<file path="src/rtl/cc_seq_ctrl_if.sv">
// ---------------------------------------------------------------------------
// cc_seq_ctrl_if
//
// Purpose:
//    Bundles the command inputs and status outputs of the mod-11 sequencing
//    controller. The front panel/control logic sits on the master side. The
//    controller itself sits on the slave side.
//
// Signals:
//    start    master->slave  begin a new run, or resume from pause
//    stop     master->slave  pause a run, or abort to idle
//    step     master->slave  single advance while paused (level sensitive)
//    ea       slave->master  current counter state, 0..10
//    wrap     slave->master  one-cycle pulse on the 10->0 advance
//    lap_cnt  slave->master  completed laps since last start, saturating
//    busy     slave->master  high while running
//    done     slave->master  high once the programmed lap count is reached
// ---------------------------------------------------------------------------
interface cc_seq_ctrl_if;

   logic       start;
   logic       stop;
   logic       step;
   logic [3:0] ea;
   logic       wrap;
   logic [7:0] lap_cnt;
   logic       busy;
   logic       done;

   // Control side: drives the commands and observes the counter state.
   modport master (
      output start,
      output stop,
      output step,
      input  ea,
      input  wrap,
      input  lap_cnt,
      input  busy,
      input  done
   );

   // Controller side: consumes the commands and owns the counter state.
   modport slave (
      input  start,
      input  stop,
      input  step,
      output ea,
      output wrap,
      output lap_cnt,
      output busy,
      output done
   );

endinterface

</file>
<file path="src/rtl/cc_seq_ctrl.sv">
// ---------------------------------------------------------------------------
// cc_seq_ctrl
//
// Purpose:
//    Sequencing controller for the 4-bit mod-11 state counter
//    (0 -> 1 -> ... -> 10 -> 0). It owns the state register ea and decides
//    when ea advances. The counter can be free-running, paused,
//    single-stepped, or stopped after a programmed number of laps.
//
// Parameters:
//    LAPS      full 0..10 laps before entering DONE; 0 means free-run
//    PRESCALE  clock cycles per advance while running, 1..256
//
// Ports:
//    clk      in   system clock, rising edge
//    rst_n    in   asynchronous active-low reset
//    bus      slave modport of cc_seq_ctrl_if:
//                start/stop/step in, ea/wrap/lap_cnt/busy/done out
//
// All outputs come straight from flops. No combinational path runs from
// the command inputs to any output.
// ---------------------------------------------------------------------------
module cc_seq_ctrl #(
   parameter int LAPS     = 2,
   parameter int PRESCALE = 1
) (
   input  logic          clk,
   input  logic          rst_n,
   cc_seq_ctrl_if.slave  bus
);

   // The prescale counter only needs to reach PRESCALE-1. It keeps at
   // least one bit so that PRESCALE=1 still elaborates cleanly.
   localparam int             PW      = (PRESCALE > 1) ? $clog2(PRESCALE) : 1;
   localparam logic [PW-1:0]  PRE_MAX = PW'(PRESCALE - 1);

   typedef enum logic [1:0] {
      IDLE  = 2'd0,
      RUN   = 2'd1,
      PAUSE = 2'd2,
      DONE  = 2'd3
   } state_t;

   state_t         state;
   state_t         state_next;

   logic [3:0]     ea_q;
   logic [3:0]     ea_next;
   logic [7:0]     lap_q;
   logic [7:0]     lap_next;
   logic [PW-1:0]  pre_q;
   logic [PW-1:0]  pre_next;
   logic           wrap_q;
   logic           wrap_next;
   logic           busy_q;
   logic           done_q;

   logic [3:0]     adv_ea;
   logic           adv_wrap;
   logic [7:0]     lap_inc;
   logic           do_adv;

   // Advance function of the mod-11 counter.
   // Legal codes 0..9 count up. Code 10 wraps to 0 and flags a lap.
   // The unreachable codes 11..15 fall back to 0 quietly. They do not
   // count as a lap, so a corrupted register cannot fake a wrap pulse.
   always_comb begin
      adv_ea   = 4'd0;
      adv_wrap = 1'b0;
      if (ea_q < 4'd10) begin
         adv_ea = ea_q + 4'd1;
      end else if (ea_q == 4'd10) begin
         adv_wrap = 1'b1;
      end
   end

   // Lap count after one more completed lap. It sticks at 255 so a long
   // free-run never rolls the count back to a small number.
   always_comb begin
      lap_inc = (lap_q == 8'hFF) ? lap_q : lap_q + 8'd1;
   end

   // Next-state and datapath decisions.
   // First the command decode picks the next state and says whether an
   // advance happens on this edge. Then one shared block applies that
   // advance, so the RUN and PAUSE-step paths handle wrap, lap counting
   // and the DONE check the same way. Priority is stop > start > step in
   // every state. A stop in RUN wins even over a due prescale tick.
   always_comb begin
      state_next = state;
      ea_next    = ea_q;
      lap_next   = lap_q;
      pre_next   = pre_q;
      wrap_next  = 1'b0;
      do_adv     = 1'b0;

      case (state)
         IDLE: begin
            if (bus.start) begin
               state_next = RUN;
               ea_next    = 4'd0;
               lap_next   = 8'd0;
               pre_next   = '0;
            end
         end

         RUN: begin
            if (bus.stop) begin
               state_next = PAUSE;
               pre_next   = '0;
            end else if (pre_q == PRE_MAX) begin
               do_adv   = 1'b1;
               pre_next = '0;
            end else begin
               pre_next = pre_q + PW'(1);
            end
         end

         PAUSE: begin
            if (bus.stop) begin
               state_next = IDLE;
               ea_next    = 4'd0;
               lap_next   = 8'd0;
               pre_next   = '0;
            end else if (bus.start) begin
               state_next = RUN;
               pre_next   = '0;
            end else if (bus.step) begin
               do_adv = 1'b1;
            end
         end

         DONE: begin
            if (bus.stop) begin
               state_next = IDLE;
               ea_next    = 4'd0;
               lap_next   = 8'd0;
               pre_next   = '0;
            end else if (bus.start) begin
               state_next = RUN;
               ea_next    = 4'd0;
               lap_next   = 8'd0;
               pre_next   = '0;
            end
         end

         default: begin
            state_next = IDLE;
            ea_next    = 4'd0;
            lap_next   = 8'd0;
            pre_next   = '0;
         end
      endcase

      // A completed lap may finish the programmed run on the same edge.
      // Then ea lands on 0 and the wrap pulse coincides with done rising.
      if (do_adv) begin
         ea_next = adv_ea;
         if (adv_wrap) begin
            wrap_next = 1'b1;
            lap_next  = lap_inc;
            if ((LAPS != 0) && (int'({24'd0, lap_inc}) == LAPS)) begin
               state_next = DONE;
            end
         end
      end
   end

   // State and datapath registers.
   // busy and done are registered from the next state, not decoded from
   // the current state. They therefore change on the same edge as the
   // state they describe, and the outputs stay pure flops.
   always_ff @(posedge clk or negedge rst_n) begin
      if (!rst_n) begin
         state  <= IDLE;
         ea_q   <= 4'd0;
         lap_q  <= 8'd0;
         pre_q  <= '0;
         wrap_q <= 1'b0;
         busy_q <= 1'b0;
         done_q <= 1'b0;
      end else begin
         state  <= state_next;
         ea_q   <= ea_next;
         lap_q  <= lap_next;
         pre_q  <= pre_next;
         wrap_q <= wrap_next;
         busy_q <= (state_next == RUN);
         done_q <= (state_next == DONE);
      end
   end

   // Drive the status side of the interface from the registers above.
   assign bus.ea      = ea_q;
   assign bus.wrap    = wrap_q;
   assign bus.lap_cnt = lap_q;
   assign bus.busy    = busy_q;
   assign bus.done    = done_q;

endmodule
</file>
<file path="src/flat_wrapper.sv">
// flat-port wrapper written by rule: the top's interface ports become plain ports
module cc_seq_ctrl_flat 
#(
   parameter int LAPS     = 2,
   parameter int PRESCALE = 1
)
  (clk, rst_n, bus_start, bus_stop, bus_step, bus_ea, bus_wrap, bus_lap_cnt, bus_busy, bus_done);
  cc_seq_ctrl_if bus_i ();
  input  logic clk;
  input  logic rst_n;
  input wire logic [$bits(bus_i.start)-1:0] bus_start;
  input wire logic [$bits(bus_i.stop)-1:0] bus_stop;
  input wire logic [$bits(bus_i.step)-1:0] bus_step;
  output wire logic [$bits(bus_i.ea)-1:0] bus_ea;
  output wire logic [$bits(bus_i.wrap)-1:0] bus_wrap;
  output wire logic [$bits(bus_i.lap_cnt)-1:0] bus_lap_cnt;
  output wire logic [$bits(bus_i.busy)-1:0] bus_busy;
  output wire logic [$bits(bus_i.done)-1:0] bus_done;
  assign bus_i.start = bus_start;
  assign bus_i.stop = bus_stop;
  assign bus_i.step = bus_step;
  assign bus_ea = bus_i.ea;
  assign bus_wrap = bus_i.wrap;
  assign bus_lap_cnt = bus_i.lap_cnt;
  assign bus_busy = bus_i.busy;
  assign bus_done = bus_i.done;
  cc_seq_ctrl #(.LAPS(LAPS), .PRESCALE(PRESCALE)) u_core (.clk(clk), .rst_n(rst_n), .bus(bus_i));
endmodule
</file>
<file path="config.mk">
export PLATFORM = sky130hd
export DESIGN_NAME = cc_seq_ctrl_flat
export DESIGN_NICKNAME = d
export VERILOG_FILES = /design/src/rtl/cc_seq_ctrl_if.sv /design/src/rtl/cc_seq_ctrl.sv /design/src/flat_wrapper.sv
export SDC_FILE = /design/constraint.sdc
export NUM_CORES = 1
export LEC_CHECK = 0
export BUFFER_PORTS_ARGS = -buffer_cell sky130_fd_sc_hd__buf_2
export CAP_MARGIN = 25
export CORE_UTILIZATION = 55
export CTS_BUF_LIST = sky130_fd_sc_hd__clkbuf_8
export CTS_CLUSTER_SIZE = 24
export DETAILED_ROUTE_END_ITERATION = 12
export PLACE_DENSITY = 0.78
export SETUP_SLACK_MARGIN = 0.5
export SYNTH_ARGS = -nofsm -noshare
export SYNTH_HDL_FRONTEND = slang
export SYNTH_SLANG_ARGS = --single-unit
</file>
<file path="constraint.sdc">
create_clock -name clk -period 2.7 [get_ports clk]
set_input_delay 0.135 -clock clk [delete_from_list [all_inputs] [get_ports clk]]
set_output_delay 0.135 -clock clk [all_outputs]
set_load 0.01 [all_outputs]
</file>
# Yosys cells after proc, flatten, opt, wreduce, memory -nomap -nowiden
# Cells that the tools add are included.
dict set report op_classes {
  n_mux 35
  addsub 3
  n_reduce_logical 4
  n_lt_le_gt_ge 1
  eq_ne 9
}
# operator n
set ops {}
lappend ops {{two-way mux 8 bit} 6}
lappend ops {{case mux 8 bit (3 select lines)} 1}
lappend ops {{two-way mux 4 bit} 5}
lappend ops {{two-way mux 1 bit} 13}
lappend ops {{two-way mux 2 bit} 6}
lappend ops {{case mux 4 bit (3 select lines)} 1}
lappend ops {{adder 8 x 1 -> 8 bit, second input constant} 1}
lappend ops {{== test 8 x 3 -> 1 bit, second input constant} 1}
lappend ops {{== test 8 bit, second input constant} 1}
lappend ops {{== test 2 bit, second input constant} 3}
lappend ops {{case mux 2 bit (3 select lines)} 1}
lappend ops {{adder 4 x 1 -> 4 bit, second input constant} 1}
lappend ops {{== test 2 x 1 -> 1 bit, second input constant} 2}
lappend ops {{== test 4 bit, second input constant} 1}
lappend ops {{less-than comparator 4 bit, second input constant} 1}
lappend ops {{nonzero test 4 bit} 1}
lappend ops {{!= test 3 x 2 -> 1 bit, second input constant} 1}
lappend ops {{case mux 1 bit (3 select lines)} 1}
lappend ops {{zero test 2 bit} 1}
lappend ops {{case mux 1 bit (2 select lines)} 1}
lappend ops {{AND reduction 2 bit} 1}
lappend ops {{OR reduction 2 bit} 1}
lappend ops {{adder 1 bit, second input constant} 1}
dict set report word_totals {
  elab_cells 59
  out_inout_bits 15
  reg_bits 18
}

# Logic depth before layout (Yosys ltp)
# Gate-level depths: netlist of run 1.
dict set report logic_depth {
  word_depth 7
  mapped_depth 7
  ltp_nobuf 6
}

# Least setup slack after synthesis of run 1
# Ideal clock, no wire load.
dict set report synth_timing {
  path_type {register -> register}
  start {register u_core.state[1]}
  end {register u_core.lap_q[0] (netlist: u_core.bus.lap_cnt[0])}
  period_less_slack_ps 2029
  arrival_time_ps 1904
  stages_incl_launch_ff 7
  t_required_ps 2575
  slack_ps 671
  setup_ps 125
  n_path_buf 0
  cell_sequence {dfrtp_1 inv_1 ha_1 or2b_4 a2111oi_4 a21boi_2 mux2_2}
}
dict set report synth_between {
  elab_chain_len 4
}
# item line
set synth_rtl {}
lappend synth_rtl {{from (decl)} cc_seq_ctrl.sv:44} ;# state_t state;
lappend synth_rtl {{from (signal assigned)} cc_seq_ctrl.sv:183} ;# state <= state_next;
lappend synth_rtl {{== test 2 bit / zero test 2 bit (equally long branches)} cc_seq_ctrl.sv:97} ;# case (state)
lappend synth_rtl {{case mux 8 bit (3 select lines)} cc_seq_ctrl.sv:97}
lappend synth_rtl {{two-way mux 8 bit} cc_seq_ctrl.sv:159} ;# if (adv_wrap) begin
lappend synth_rtl {{two-way mux 8 bit (*)} cc_seq_ctrl.sv:157} ;# if (do_adv) begin
lappend synth_rtl {{via u_core.lap_next[0]} cc_seq_ctrl.sv:50} ;# logic [7:0] lap_next;
lappend synth_rtl {{to (signal assigned)} cc_seq_ctrl.sv:185} ;# lap_q <= lap_next;
lappend synth_rtl {{to (decl)} cc_seq_ctrl.sv:49} ;# logic [7:0] lap_q;
# The timed path passes the listed nets; every way through them passes the cells marked *.
# A chain may end at the register's enable or synchronous reset.

# Worst setup path after layout of run 1
dict set report layout_timing {
  start {register u_core.state[0]}
  end {register u_core.lap_q[0] (netlist: u_core.bus.lap_cnt[0])}
}
# Same word-level chain as after synthesis.

==> results_dict.tcl, run 1 <==
set metrics [dict create \
    status "complete, no violations" \
    wl_um 2390 \
    cts.clk_slew.worst_paths_ns 0.07 \
    finalCriticalPeriod_ns 2.13 \
    critPathMaxStageDelay_ns 0.41 \
    syn_nets 134 \
    ys_ff_latch 18 \
    cap_viol_max_count 0 \
    fin_skew_ns 0.00107 \
    hold_slack_ns 0.260 \
    core-area_um2 2000 \
    dr_total_vias 1026 \
    die_width_um 48.6 \
    seq_area_frac_synth_pct 37.7 \
    synth_edf_count 0 \
    place_congestion 0.871 \
    grt-ovfl-total 0 \
    vias_per_cell 5.97 \
    r2r_end "u_core.bus.lap_cnt[0]" \
    start_util_pct 59.7 \
    cts_tree "yes" \
    post_drt_wl_per_cell_um 13.9 \
    holdPathEnd "u_core.bus.ea[1]" \
    tightest_slew_ns 0.368 \
    critical_path_arrival_ns 2.26 \
    worstSkewPairLatency_ns 0.25 \
    ys_warn_count 0 \
    finalSetupViolations 0 \
    pin_count 20 \
    cts_buffer_depth 2 \
    hold_depth 4 \
    antenna_found_initial 0 \
    finalCritPeriodShare_pct 78.8 \
    vdd_drop_max_mv 0.574 \
    grtUsageTotal_pct 22.2 \
    synthMuxAreaShare_pct 2.72 \
    fin_nets 158 \
    hold_viol 0 \
    crit_chain "inv_1 > ha_1 > nand3b_2 > a2111oi_4 > a21boi_4 > mux2_2" \
    r2r_cells 6 \
    slew_violations 0 \
    layout_commonest_cell "buf_2" \
    syn-cell-area_um2 1200 \
    cts-root-buf "clkbuf_8" \
    critPathKind "reg -> reg" \
    hpwl_um 1780 \
    diodes 0 \
    synth_xor_area_share_pct 0.732 \
    yosysUniqueCellTypes 44 \
    worstHoldPathType "in -> reg" \
    cts_made_buffers 3 \
    area_growth_pct 17.3 \
    drt-pass1-iter-count 4 \
    drtIter0Drc 22 \
    r2r_setup_slack_ns 0.57 \
    max_slew_margin_pct 74.8 \
    synth-async-reset-ratio_pct 100 \
    grt_max_degree 19 \
    layout_common_cells "19 x buf_2, 18 x dfrtp_1, 10 x nand2_1, 10 x a21oi_1" \
    fin_total_pwr_uw 973 \
    dieArea_um2 2370 \
    cp_slowest_cell "dfrtp_1" \
    cts_htree_levels 1 \
    cts.sinks 18 \
    synth_top_family_by_area "compound AO/OA/AOI/OAI gates" \
    first_global_vias 990 \
    syn_area_per_cell_um2 9.80 \
    p_leak_uw 0.000654 \
    drc_errors 0 \
    fin_area_um2 1400 \
    fmax_mhz 470 \
    grt_first_pass_wirelength_um 4220 \
    crit-reg2reg-launch "u_core.state[0]" \
    path_max_fanout 7 \
    cpLargestDelayFamily "compound AO/OA/AOI/OAI gates" \
    p_per_area_nw_per_um2 693 \
    die_h_um 48.6 \
    path_buf_inv 1 \
    fin_setup_tns_ns 0 \
    synthSimpleGateAreaFrac_pct 18.1 \
    synth_ff_type "dfrtp_1" \
    postPlaceCellArea_um2 1310 \
    route.antenna.remaining_nets 0 \
    io_buffers 19 \
    end_kind "flip-flop" \
    syn_inst 122 \
    start_kind "flip-flop" \
    rows 16 \
    rsz0062_at_grt "true" \
    synth_fa_ha_area_share_pct 7.32 \
    min_from "bus_stop" \
    required_ns 2.83 \
    nFillCells 151 \
    synth_compound_area_share_pct 30.0 \
    layout-drive-gt1-share_pct 24.1 \
]
-- logic make-up (layout without fill, tap and decap cells) --
logic type	after synthesis	count (layout)
adder cells (fa/ha/maj)	7	7
AO/OA/AOI/OAI	46	46
XOR/XNOR	1	1
buffers and inverters	9	32
flip-flops	18	18
AND/OR/NAND/NOR	38	38
multiplexers	3	3
-- flip-flops by register name, indices dropped and copies added (netlist names) --
signal,flops
u_core.bus.busy,1
u_core.bus.done,1
u_core.bus.ea,4
u_core.bus.lap_cnt,8
u_core.bus.wrap,1
u_core.pre_q,1
u_core.state,2
-- where the power goes --
group / internal (uW) / switching [uW]
logic: 170 / 245
registers: 306 / 34.5
clock network: 129 / 88.7
total: 605 / 368
-- area by class of cell --
cell class	instances	area, um2	area share [%]
Clock buffer	4	55.1	3.93
Tap cell	27	33.8	2.41
Timing Repair Buffer	22	124	8.83
Inverter	6	22.5	1.61
Sequential cell	18	450	32.1
Multi-Input combinational cell	95	717	51.1
-- per-layer routing --
layer | up-vias | part of all wire (%) | track usage (%)
met5 | - | 0 | 0
met4 | 0 | 0.71 | 4.41
met3 | 4 | 4.6 | 3.77
met2 | 28 | 45 | 35.9
met1 | 492 | 49 | 31.3
li1 | 502 | - | -
-- worst register-to-register path, stage by stage, from the launching register on --
cell       delay, ns
dfrtp_1         0.41
inv_1           0.11
ha_1            0.29
nand3b_2        0.17
a2111oi_4       0.41
a21boi_4        0.27
mux2_2          0.36
-- what timing repair did --
action	4_1_cts	5_1_grt
resized for setup	0	3
setup endpoints to repair	0	6
hold buffers	1	0
buffers inserted	0	1
endpoints found under the hold margin	18	0
-- cell usage after synthesis (3+ instances only) --
cell type / number / area share [%]
nand2b_1: 3 / 1.6
o21ai_0: 7 / 2.9
inv_1: 6 / 1.9
and3_1: 3 / 1.6
nor3_1: 3 / 1.3
a21oi_1: 10 / 4.2
nand3_1: 3 / 1.3
ha_1: 7 / 7.3
a31oi_1: 4 / 2.1
nand2_1: 10 / 3.1
dfrtp_1: 18 / 38
a21boi_0: 3 / 1.9
a211oi_1: 3 / 1.9
and2_1: 6 / 3.1
-- through the flow --
step                util (%)  worst slack [ns]  std cells
floorplan                  -             0.671        122
global placement        65.6             0.647        166
detailed placement      65.6             0.556        166
CTS                     68.9             0.564        171
global route            70.1             0.477        172
finish                  70.1             0.572        172
-- how the worst max path moves through the flow --
stage	depth (start not counted)	start	slack, ns	end
finish	6	u_core.state[0]	0.57	u_core.bus.lap_cnt[0]
global route	6	u_core.state[1]	0.48	u_core.bus.lap_cnt[0]
CTS	6	u_core.state[1]	0.56	u_core.bus.lap_cnt[0]
detailed placement	6	u_core.state[1]	0.56	u_core.bus.lap_cnt[0]
global placement	6	u_core.state[1]	0.65	u_core.bus.lap_cnt[1]
floorplan	6	u_core.state[1]	0.67	u_core.bus.lap_cnt[0]
No activity file was read; power rests on OpenSTA's default activity.
==> inputs of run 2 (changes only) <==
--- a/config.mk
+++ b/config.mk
@@ -7,7 +7,7 @@
 export LEC_CHECK = 0
 export BUFFER_PORTS_ARGS = -buffer_cell sky130_fd_sc_hd__buf_2
 export CAP_MARGIN = 25
-export CORE_UTILIZATION = 55
+export CORE_UTILIZATION = 52
 export CTS_BUF_LIST = sky130_fd_sc_hd__clkbuf_8
 export CTS_CLUSTER_SIZE = 24
 export DETAILED_ROUTE_END_ITERATION = 12
==> constraint.sdc (replaced) <==
create_clock -name clk -period 1.7 [get_ports clk]
set_input_delay 0.085 -clock clk [delete_from_list [all_inputs] [get_ports clk]]
set_output_delay 0.085 -clock clk [all_outputs]
set_load 0.01 [all_outputs]
==> run 2 against run 1 <==
  * The run now ends with setup timing left
  * Worst hold slack better by 0.024 ns
  * Count of clock-buffer cells in the layout unchanged
  * Global-route usage up 5.0 points
  * First-iteration DRC count up 14%
  * Core utilization increased by 8.3 points
  * Cell area up 22%
  * Clock skew rose by 0.0037 ns
  * Die area is 5.5% higher
  * Sequential power increased by 56%
  * Combinational power increased to 2.9 times the previous value
  * Non-clock buffer count rose by 23
  * Routed wire length rose by 41%
  * Critical endpoint unchanged
  * Largest cell class unchanged
  * Largest power group unchanged
  * Highest routed layer unchanged
==> results_dict.tcl, run 2 (synthesized netlist as in run 1, its figures left out) <==
set metrics [dict create \
    status "finished, violations left" \
    violations "setup timing" \
    r2r_cells 6 \
    cts_htree_levels 1 \
    finalCriticalPeriod_ns 2.00 \
    postPlaceCellArea_um2 1490 \
    crit-reg2reg-launch "u_core.state[0]" \
    fmax_mhz 500 \
    grt_first_pass_wirelength_um 5060 \
    crit_start "u_core.state[0]" \
    die_width_um 50.0 \
    path_buf_inv 1 \
    wl_um 3370 \
    cap_viol_max_count 0 \
    hold_viol 0 \
    worstHoldPathType "in -> reg" \
    max_slew_margin_pct 70.3 \
    io_buffers 19 \
    drtIter0Drc 25 \
    fin_setup_tns_ns -3.14 \
    layout-drive-gt1-share_pct 44.0 \
    diodes 0 \
    required_ns 1.85 \
    slew_violations 0 \
    drc_errors 0 \
    cts.sinks 18 \
    crit_cells 6 \
    fin_area_um2 1720 \
    cts-root-buf "clkbuf_8" \
    r2r_end "u_core.bus.lap_cnt[0]" \
    drt-pass1-iter-count 4 \
    finalSetupViolations 14 \
    cts.clk_slew.worst_paths_ns 0.08 \
    timing.final.ws_setup_ns -0.301 \
    crit_chain "inv_2 > ha_4 > nand3b_4 > a2111oi_4 > a21boi_4 > mux2_4" \
    vias_per_cell 6.10 \
    start_kind "flip-flop" \
    vdd_drop_max_mv 1.16 \
    critical_path_arrival_ns 2.15 \
    post-route-util_pct 78.4 \
    cp-endpoint "u_core.bus.lap_cnt[0]" \
    p_per_area_nw_per_um2 1220 \
    cp_slowest_cell "dfrtp_2" \
    dieArea_um2 2500 \
    end_kind "flip-flop" \
    place_congestion 0.878 \
    cts_buffer_depth 2 \
    path_max_fanout 3 \
    first_global_vias 1154 \
    area_growth_pct 43.5 \
    dr_total_vias 1196 \
    grtUsageTotal_pct 27.2 \
    pin_count 20 \
    nFillCells 122 \
    hpwl_um 2080 \
    route.antenna.remaining_nets 0 \
    multiInputGateArea_um2 833 \
    critPathMaxStageDelay_ns 0.45 \
    rsz0062_at_grt "true" \
    post_drt_wl_per_cell_um 17.2 \
    worstSkewPairLatency_ns 0.26 \
    core-area_um2 2190 \
    start_util_pct 54.6 \
    die_h_um 50.0 \
    regArea_um2 452 \
    rows 17 \
    p_leak_uw 0.000815 \
    grt-ovfl-total 0 \
    largest_reg_flops 8 \
    layout_common_cells "19 x buf_2, 19 x buf_4, 17 x dfrtp_1, 10 x nand2_1" \
    grt_max_degree 19 \
    cts_made_buffers 3 \
    cts_tree "yes" \
    cpLargestDelayFamily "compound AO/OA/AOI/OAI gates" \
    finalCritPeriodShare_pct 118 \
    critPathKind "reg -> reg" \
    fin_skew_ns 0.00479 \
    tightest_slew_ns 0.444 \
    antenna_found_initial 0 \
    hold_slack_ns 0.284 \
    fin_nets 181 \
    r2r_setup_slack_ns -0.30 \
]
run 2: worst min-delay path by stage:
stage	from	slack [ns]	endpoint	cells past startpoint
5_1_grt	bus_stop	0.31	u_core.bus.ea[0]	4
6_report	bus_stop	0.28	u_core.bus.ea[1]	4
3_3_place_gp	rst_n	0.03	u_core.bus.ea[3]	1
4_1_cts	bus_stop	0.20	u_core.bus.ea[1]	4
3_5_place_dp	rst_n	0.05	u_core.bus.ea[3]	1
2_1_floorplan	rst_n	-0.21	u_core.bus.busy	0
run 2: per-stage QoR:
| step | instances | total power, uW | worst slack, ns |
|---|---|---|---|
| finish | 196 | 2090 | -0.301 |
| global route | 196 | 2210 | -0.373 |
| CTS | 194 | 1860 | -0.248 |
| detailed placement | 185 | 1380 | -0.291 |
| global placement | 185 | 1350 | -0.237 |
| floorplan | 122 | 1070 | -0.296 |
run 2: layout make-up:
class                           count  area share [%]
Clock buffer                        4            3.21
Tap cell                           28            2.04
Sequential cell                    18            26.3
Timing Repair Buffer               45            18.6
Inverter                            6            1.31
Multi-Input combinational cell     95            48.5
run 2: report_power, final:
part	total, uW	internal [uW]	switching [uW]
Combinational	1200	590	606
Clock	367	206	160
Sequential	531	488	43.3
Total	2090	1280	809
run 2: worst reg2reg max path: cells and delay by family (launching register included):
| kind | cells | cell delay [ns] |
|---|---|---|
| AOI/OAI and AO/OA | 2 | 0.74 |
| DFF | 1 | 0.45 |
| muxes | 1 | 0.32 |
| adders and majority gates | 1 | 0.17 |
| buffers and inverters | 1 | 0.12 |
| and+or+nand+nor | 1 | 0.09 |
run 2: timing repair:
action | 4_1_cts | 5_1_grt
hold endpoints to repair | 18 | 0
hold buffers | 1 | 0
gates resized for setup | 9 | 17
endpoints found under the setup margin | 18 | 18
pin swaps | 4 | 5
buffers inserted | 4 | 2
run 2: layer usage:
| layer | wire (um) | global-route usage (%) | up-vias |
|---|---|---|---|
| li1 | - | - | 552 |
| met1 | 1410 | 31.9 | 579 |
| met2 | 1680 | 46.8 | 54 |
| met3 | 156 | 4.01 | 11 |
| met4 | 115 | 15.2 | 0 |
| met5 | 0 | 0 | - |
